### src/rtl/fb_arb_pkg.sv
// Shared definitions for the frame_buffer write arbiter: requester indices,
// default requester count, arbiter states and the frame_buffer address width.
package fb_arb_pkg;

    localparam int REQUESTERS        = 3;
    localparam int HOR_ACTIVE_PIXELS = 640;
    localparam int VER_ACTIVE_PIXELS = 480;

    typedef enum int {
        REQ_FILL   = 0,
        REQ_LINE   = 1,
        REQ_SYMBOL = 2
    } req_idx_e;

    typedef enum logic {
        ST_IDLE = 1'b0,
        ST_OWN  = 1'b1
    } arb_state_e;

    function automatic int fb_addr_width(input int hor, input int ver);
        return $clog2(hor * ver);
    endfunction

    localparam int FB_ADDR_WIDTH = fb_addr_width(HOR_ACTIVE_PIXELS, VER_ACTIVE_PIXELS);

endpackage

### src/rtl/rr_pick.sv
// Combinational round-robin picker: first set bit of i_req at or after i_ptr,
// searched circularly, returned as a one-hot vector plus a valid flag.
module rr_pick #(
    parameter int N     = 3,
    parameter int PTR_W = 2
) (
    input  logic [N-1:0]     i_req,
    input  logic [PTR_W-1:0] i_ptr,
    output logic [N-1:0]     o_onehot,
    output logic             o_valid
);

    always_comb begin
        // NOTE: every combinational output gets a default first so no path infers a latch.
        o_onehot = '0;
        o_valid  = 1'b0;
        // Upper segment [ptr, N-1] has priority over the wrapped segment [0, ptr-1].
        for (int i = 0; i < N; i++) begin
            if (!o_valid && i_req[i] && (PTR_W'(i) >= i_ptr)) begin
                o_onehot[i] = 1'b1;
                o_valid     = 1'b1;
            end
        end
        for (int i = 0; i < N; i++) begin
            if (!o_valid && i_req[i] && (PTR_W'(i) < i_ptr)) begin
                o_onehot[i] = 1'b1;
                o_valid     = 1'b1;
            end
        end
    end

endmodule

### src/rtl/fb_write_arbiter.sv
// Round-robin, burst-owning arbiter for the single frame_buffer write port.
// Define FB_ARB_STATS_EN to add per-requester saturating accepted-beat counters.
module fb_write_arbiter #(
    parameter int REQUESTERS = fb_arb_pkg::REQUESTERS,
    parameter int ADDR_WIDTH = fb_arb_pkg::FB_ADDR_WIDTH,
    parameter int MAX_BURST  = 64
) (
    input  logic                             clk,
    input  logic                             rst_n,
    input  logic                             hold,
    input  logic [REQUESTERS-1:0]            req,
    input  logic [REQUESTERS*ADDR_WIDTH-1:0] req_addr,
    input  logic [REQUESTERS-1:0]            req_data,
    output logic [REQUESTERS-1:0]            gnt,
    output logic                             fb_write_enable,
    output logic [ADDR_WIDTH-1:0]            fb_write_addr,
    output logic                             fb_write_data,
    output logic                             busy
`ifdef FB_ARB_STATS_EN
    ,
    output logic [REQUESTERS*16-1:0]         stat_beats
`endif
);
    import fb_arb_pkg::*;

    localparam int               PTR_W     = (REQUESTERS > 1) ? $clog2(REQUESTERS) : 1;
    localparam int               CNT_W     = $clog2(MAX_BURST + 1);
    localparam logic [CNT_W-1:0] BURST_MAX = CNT_W'(MAX_BURST);
    localparam logic [PTR_W-1:0] LAST_IDX  = PTR_W'(REQUESTERS - 1);

    arb_state_e            r_state, w_state_nxt;
    logic [PTR_W-1:0]      r_owner, w_owner_nxt;
    logic [PTR_W-1:0]      r_rr_ptr, w_rr_ptr_nxt;
    logic [CNT_W-1:0]      r_burst_cnt, w_burst_cnt_nxt;
    logic [PTR_W-1:0]      w_pick_idx, w_owner_succ;
    logic [REQUESTERS-1:0] w_pick_oh, w_owner_oh, w_gnt;
    logic                  w_pick_valid, w_owner_req, w_competitor;
    logic [ADDR_WIDTH-1:0] w_acc_addr;
    logic                  w_acc_data, w_accept;

    rr_pick #(
        .N     (REQUESTERS),
        .PTR_W (PTR_W)
    ) u_rr_pick (
        .i_req    (req),
        .i_ptr    (r_rr_ptr),
        .o_onehot (w_pick_oh),
        .o_valid  (w_pick_valid)
    );

    always_comb begin
        w_owner_oh = '0;
        w_pick_idx = '0;
        for (int i = 0; i < REQUESTERS; i++) begin
            w_owner_oh[i] = (r_owner == PTR_W'(i));
            if (w_pick_oh[i]) w_pick_idx = PTR_W'(i);
        end
    end

    assign w_owner_req  = |(req & w_owner_oh);
    assign w_competitor = |(req & ~w_owner_oh);
    assign w_owner_succ = (r_owner == LAST_IDX) ? '0 : r_owner + 1'b1;

    always_comb begin
        w_state_nxt     = r_state;
        w_owner_nxt     = r_owner;
        w_burst_cnt_nxt = r_burst_cnt;
        w_rr_ptr_nxt    = r_rr_ptr;
        w_gnt           = '0;
        case (r_state)
            ST_IDLE: begin
                if (!hold && w_pick_valid) begin
                    w_gnt           = w_pick_oh;
                    w_state_nxt     = ST_OWN;
                    w_owner_nxt     = w_pick_idx;
                    w_burst_cnt_nxt = CNT_W'(1);
                end
            end
            ST_OWN: begin
                // A release is honoured even under hold; a burst cap only when not held.
                if (!w_owner_req || (!hold && w_competitor && (r_burst_cnt == BURST_MAX))) begin
                    w_state_nxt     = ST_IDLE;
                    w_rr_ptr_nxt    = w_owner_succ;
                    w_burst_cnt_nxt = '0;
                end else if (!hold) begin
                    w_gnt = w_owner_oh;
                    if (r_burst_cnt != BURST_MAX) w_burst_cnt_nxt = r_burst_cnt + 1'b1;
                end
            end
            default: w_state_nxt = ST_IDLE;
        endcase
    end

    // Gating on rst_n keeps gnt and busy low during reset, before state is known.
    assign gnt      = rst_n ? w_gnt : '0;
    assign busy     = rst_n && (r_state == ST_OWN);
    assign w_accept = |(gnt & req);

    always_comb begin
        w_acc_addr = '0;
        w_acc_data = 1'b0;
        for (int i = 0; i < REQUESTERS; i++) begin
            if (gnt[i]) begin
                w_acc_addr = req_addr[i*ADDR_WIDTH +: ADDR_WIDTH];
                w_acc_data = req_data[i];
            end
        end
    end

    always_ff @(posedge clk) begin
        // NOTE: sequential state uses non-blocking assignments so all registers see pre-edge values.
        if (!rst_n) begin
            r_state     <= ST_IDLE;
            r_owner     <= '0;
            r_burst_cnt <= '0;
            r_rr_ptr    <= '0;
        end else begin
            r_state     <= w_state_nxt;
            r_owner     <= w_owner_nxt;
            r_burst_cnt <= w_burst_cnt_nxt;
            r_rr_ptr    <= w_rr_ptr_nxt;
        end
    end

    always_ff @(posedge clk) begin
        if (!rst_n) begin
            fb_write_enable <= 1'b0;
            fb_write_addr   <= '0;
            fb_write_data   <= 1'b0;
        end else begin
            fb_write_enable <= w_accept;
            if (w_accept) begin
                fb_write_addr <= w_acc_addr;
                fb_write_data <= w_acc_data;
            end
        end
    end

`ifdef FB_ARB_STATS_EN
    logic [15:0] r_stat [REQUESTERS];

    always_ff @(posedge clk) begin
        if (!rst_n) begin
            for (int i = 0; i < REQUESTERS; i++) r_stat[i] <= '0;
        end else begin
            for (int i = 0; i < REQUESTERS; i++) begin
                if (gnt[i] && (r_stat[i] != 16'hFFFF)) r_stat[i] <= r_stat[i] + 16'd1;
            end
        end
    end

    always_comb begin
        stat_beats = '0;
        for (int i = 0; i < REQUESTERS; i++) stat_beats[i*16 +: 16] = r_stat[i];
    end
`endif

endmodule

### config.mk
export PLATFORM = sky130hd
export DESIGN_NAME = fb_write_arbiter
export DESIGN_NICKNAME = d
export VERILOG_FILES = /design/src/rtl/fb_arb_pkg.sv /design/src/rtl/rr_pick.sv /design/src/rtl/fb_write_arbiter.sv
export SDC_FILE = /design/constraint.sdc
export NUM_CORES = 1
export LEC_CHECK = 0
export CAP_MARGIN = 20
export CELL_PAD_IN_SITES_DETAIL_PLACEMENT = 0
export CELL_PAD_IN_SITES_GLOBAL_PLACEMENT = 1
export CORE_MARGIN = 3
export CORE_UTILIZATION = 29
export DETAILED_ROUTE_END_ITERATION = 7
export MAX_ROUTING_LAYER = met4
export PLACE_DENSITY = 0.81
export SLEW_MARGIN = 30
export SYNTH_ARGS = -nofsm -noshare
export SYNTH_HDL_FRONTEND = slang
export SYNTH_SLANG_ARGS = --single-unit
### constraint.sdc
create_clock -name clk -period 2.15 [get_ports clk]
set_input_delay 0.215 -clock clk [delete_from_list [all_inputs] [get_ports clk]]
set_output_delay 0.215 -clock clk [all_outputs]
set_load 0.02 [all_outputs]
==> impl_metrics.yaml <==
run_status:
  status: "finished, final reports clean"
finish:
  area_growth_pct: 68.4
  layout_commonest_cell: "clkdlybuf4s50_1"
  fin_util_pct: 50.8
  n_antenna_cell: 0
  fillers: 618
  final_cell_mix: "86 x clkdlybuf4s50_1, 40 x o21ai_1, 32 x dfxtp_1, 32 x buf_4, 27 x nand2_1"
  final_nets: 394
  post_route_cells_drive_above_1_share_pct: 24.2
  finalNonFillerCells: 404
synthesis:
  synth_cell_types: 45
  yosysSeqAreaShare_pct: 34.1
  synth_nets: 280
  synth_compound_area_share_pct: 38.9
  post_synth_mux_area_share_pct: 1.29
  yosys_warnings: 0
  syn_area_sq_mm: 0.00194
  syn-mean-instance-area_sq_um: 9.14
  ys_ff_latch: 33
  syn_inst: 212
  synth_top_family_by_area: "compound AO/OA/AOI/OAI gates"
  synth_top_area_cell: "dfxtp_1"
  synthAdderAreaFrac_pct: 1.29
  synth_xor_area_share_pct: 2.26
  synth_top_area_share_pct: 34.1
  synth_top_flop_cell: "dfxtp_1"
  yosys.area_share.simple_pct: 16.2
  synth_edf_count: 0
  synthTopCellsByArea: "dfxtp_1 34%, a221oi_2 14%, o21ai_1 10%, nand2_1 5.4%, o21ai_0 2.6%"
  async_flop_share_pct: 0
timing:
  final_hold_viol_count: 0
  clock.fmax_ghz: 0.467
  worst_slack_ps: 7.44
  final_max_slew_viol_count: 0
  setup_tns_ps: 0
  max_slew.worst_pin.slew_ps: 496
  skew_ps: 3.32
  slew_headroom_pct: 66.7
  min_period_ps: 2140
  fin_crit_sh_pct: 99.7
  final-setup-viol-count: 0
  rsz0062_at_grt: "true"
setup_path:
  cp_slowest_cell: "or4b_4"
  worstPathCellList: "clkdlybuf4s50_1 > or4b_4 > o311ai_4 > buf_4 > o21ai_1 > o21ai_2 > and2_1 > buf_4"
  crit_required_ps: 1930
  cp-end-kind: "output port"
  reg2reg_from: "r_owner[1]"
  crit_family: "buffers and inverters"
  path_max_fanout: 4
  crit_top_cell: "buf_4"
  crit_start: "req[0]"
  critical_path.max_stage_delay_ps: 510
  path_class: "in2out"
  cp-start-kind: "primary input"
  crit_buf_inv: 3
  arrival_ps: 1930
place:
  placedCellCount: 395
  dp_hpwl_mm: 4.34
  place_worst_setup_slack_ps: -483
  port_buffers: 90
  place_congestion: 0.852
grt:
  grt_antenna_before_repair: 0
  grt_max_degree: 31
  grt_pass1_vias: 1980
  globalRouteOverflowTotal: 0
  grtUsageTotal_pct: 15.7
  grt_pass1_wl_mm: 9.26
drt:
  routed_wl_mm: 5.93
  wl_met3_um: 406
  wl_met1_mm: 2.74
  drc_errors: 0
  wl_per_cell_um: 14.7
  wl_met2_mm: 2.73
  drt_pass1_iterations: 4
  num_vias: 2041
  drt_iter0_drc: 73
  top_layer_used: "met4"
  viasPerCell: 5.05
  ant_nets: 0
flow_run:
  max_cap_violations: 0
floorplan:
  rows: 29
  die_width_um: 87.8
  core_area_sq_mm: 0.00642
  start_util_pct: 30.2
  die_y_um: 87.8
  io_pins: 91
  dieArea_sq_mm: 0.00770
clock_tree:
  clock-sinks: 33
  clk_path_buf_depth: 2
  root_buffer: "clkbuf_8"
  cts_buffers: 5
  insertion_delay_ps: 280
  htreeDepth: 2
  path_clk_slew_ps: 70
  cts_hold_repair.buffers: 0
  cts_tree: "yes"
power_and_ir_drop:
  ir_drop_mv: 0.303
  power.density_mw_per_mm2: 562
  p_leak_nw: 1.16
hold_path:
  hold_class: "reg2reg"
  hp-start: "fb_write_addr[0]"
## path summary, 6_finish.rpt
kind / to / slack (ps) / cells past startpoint
worst max-delay path: gnt[1] / 7 / 8
worst min-delay path: fb_write_addr[0] / 450 / 2
worst min register to register: fb_write_addr[0] / 450 / 2
worst max register to register: r_burst_cnt[1] / 30 / 8
## where the power goes
part	switching, mW	leakage [nW]	internal, mW
Clock	0.232	0.0585	0.378
Sequential	0.0268	0.271	0.658
Combinational	0.244	0.834	0.296
Total	0.503	1.16	1.33
## cells by family after synthesis
group | count (synthesis)
mux | 2
buf+inv | 20
compound gates | 90
flops | 33
xor+xnor | 5
simple gates | 60
fa+ha+maj | 2
## flip-flops by register name, indices dropped and copies added, names as in the netlist
name / count
r_rr_ptr: 2
fb_write_addr: 19
fb_write_data: 1
r_state: 1
r_owner: 2
r_burst_cnt: 7
fb_write_enable: 1
## cell type report
| class | count | area, sq um | share of cell area (%) |
|---|---|---|---|
| Inverter | 5 | 18.8 | 0.575 |
| Clock buffer | 7 | 86.3 | 2.65 |
| Multi-Input combinational cell | 159 | 1210 | 37.2 |
| Tap cell | 77 | 96.3 | 2.95 |
| Clock inverter | 1 | 30.0 | 0.920 |
| Timing Repair Buffer | 122 | 1150 | 35.4 |
| Sequential cell | 33 | 662 | 20.3 |
## stage by stage
stage	hold WS (ps)	total power, mW	area (sq um)
CTS	457	1.85	3220
finish	450	1.84	3260
detailed placement	446	1.23	3100
floorplan	379	0.938	1940
global placement	436	1.22	3100
global route	473	1.93	3260
## synthesized netlist by cell type, types with 2 or more instances
library cell / count
and2_1: 5
o21ai_1: 39
dfxtp_1: 33
a221oi_1: 2
nand2b_1: 3
o211ai_1: 2
a21boi_1: 2
nor2_1: 7
buf_6: 3
buf_4: 4
nor2b_1: 2
a21boi_0: 4
a221oi_2: 18
or3_1: 3
o2111ai_1: 3
clkbuf_1: 7
xor2_1: 4
o21ai_0: 10
ha_1: 2
nand3_1: 2
and4_1: 2
nand2_1: 28
inv_1: 5
## worst min-delay path, delay by kind of cell (launching register included)
| family | cells | cell delay [ps] |
|---|---|---|
| flip-flops | 1 | 310 |
| AND/OR/NAND/NOR | 1 | 50 |
| AO/OA/AOI/OAI | 1 | 50 |
## what timing repair did
action                                  CTS  global route
gates resized for setup                  18            11
pin swaps                                 1             3
endpoints found under the setup margin    5            14
buffers inserted                          1             0
## metal layers
layer	up-vias	track usage [%]
met5	-	-
met4	0	3.63
met3	6	4.89
met2	69	24.7
met1	946	19.9
li1	1020	-
Note: power is estimated with default switching activity, not from simulation.
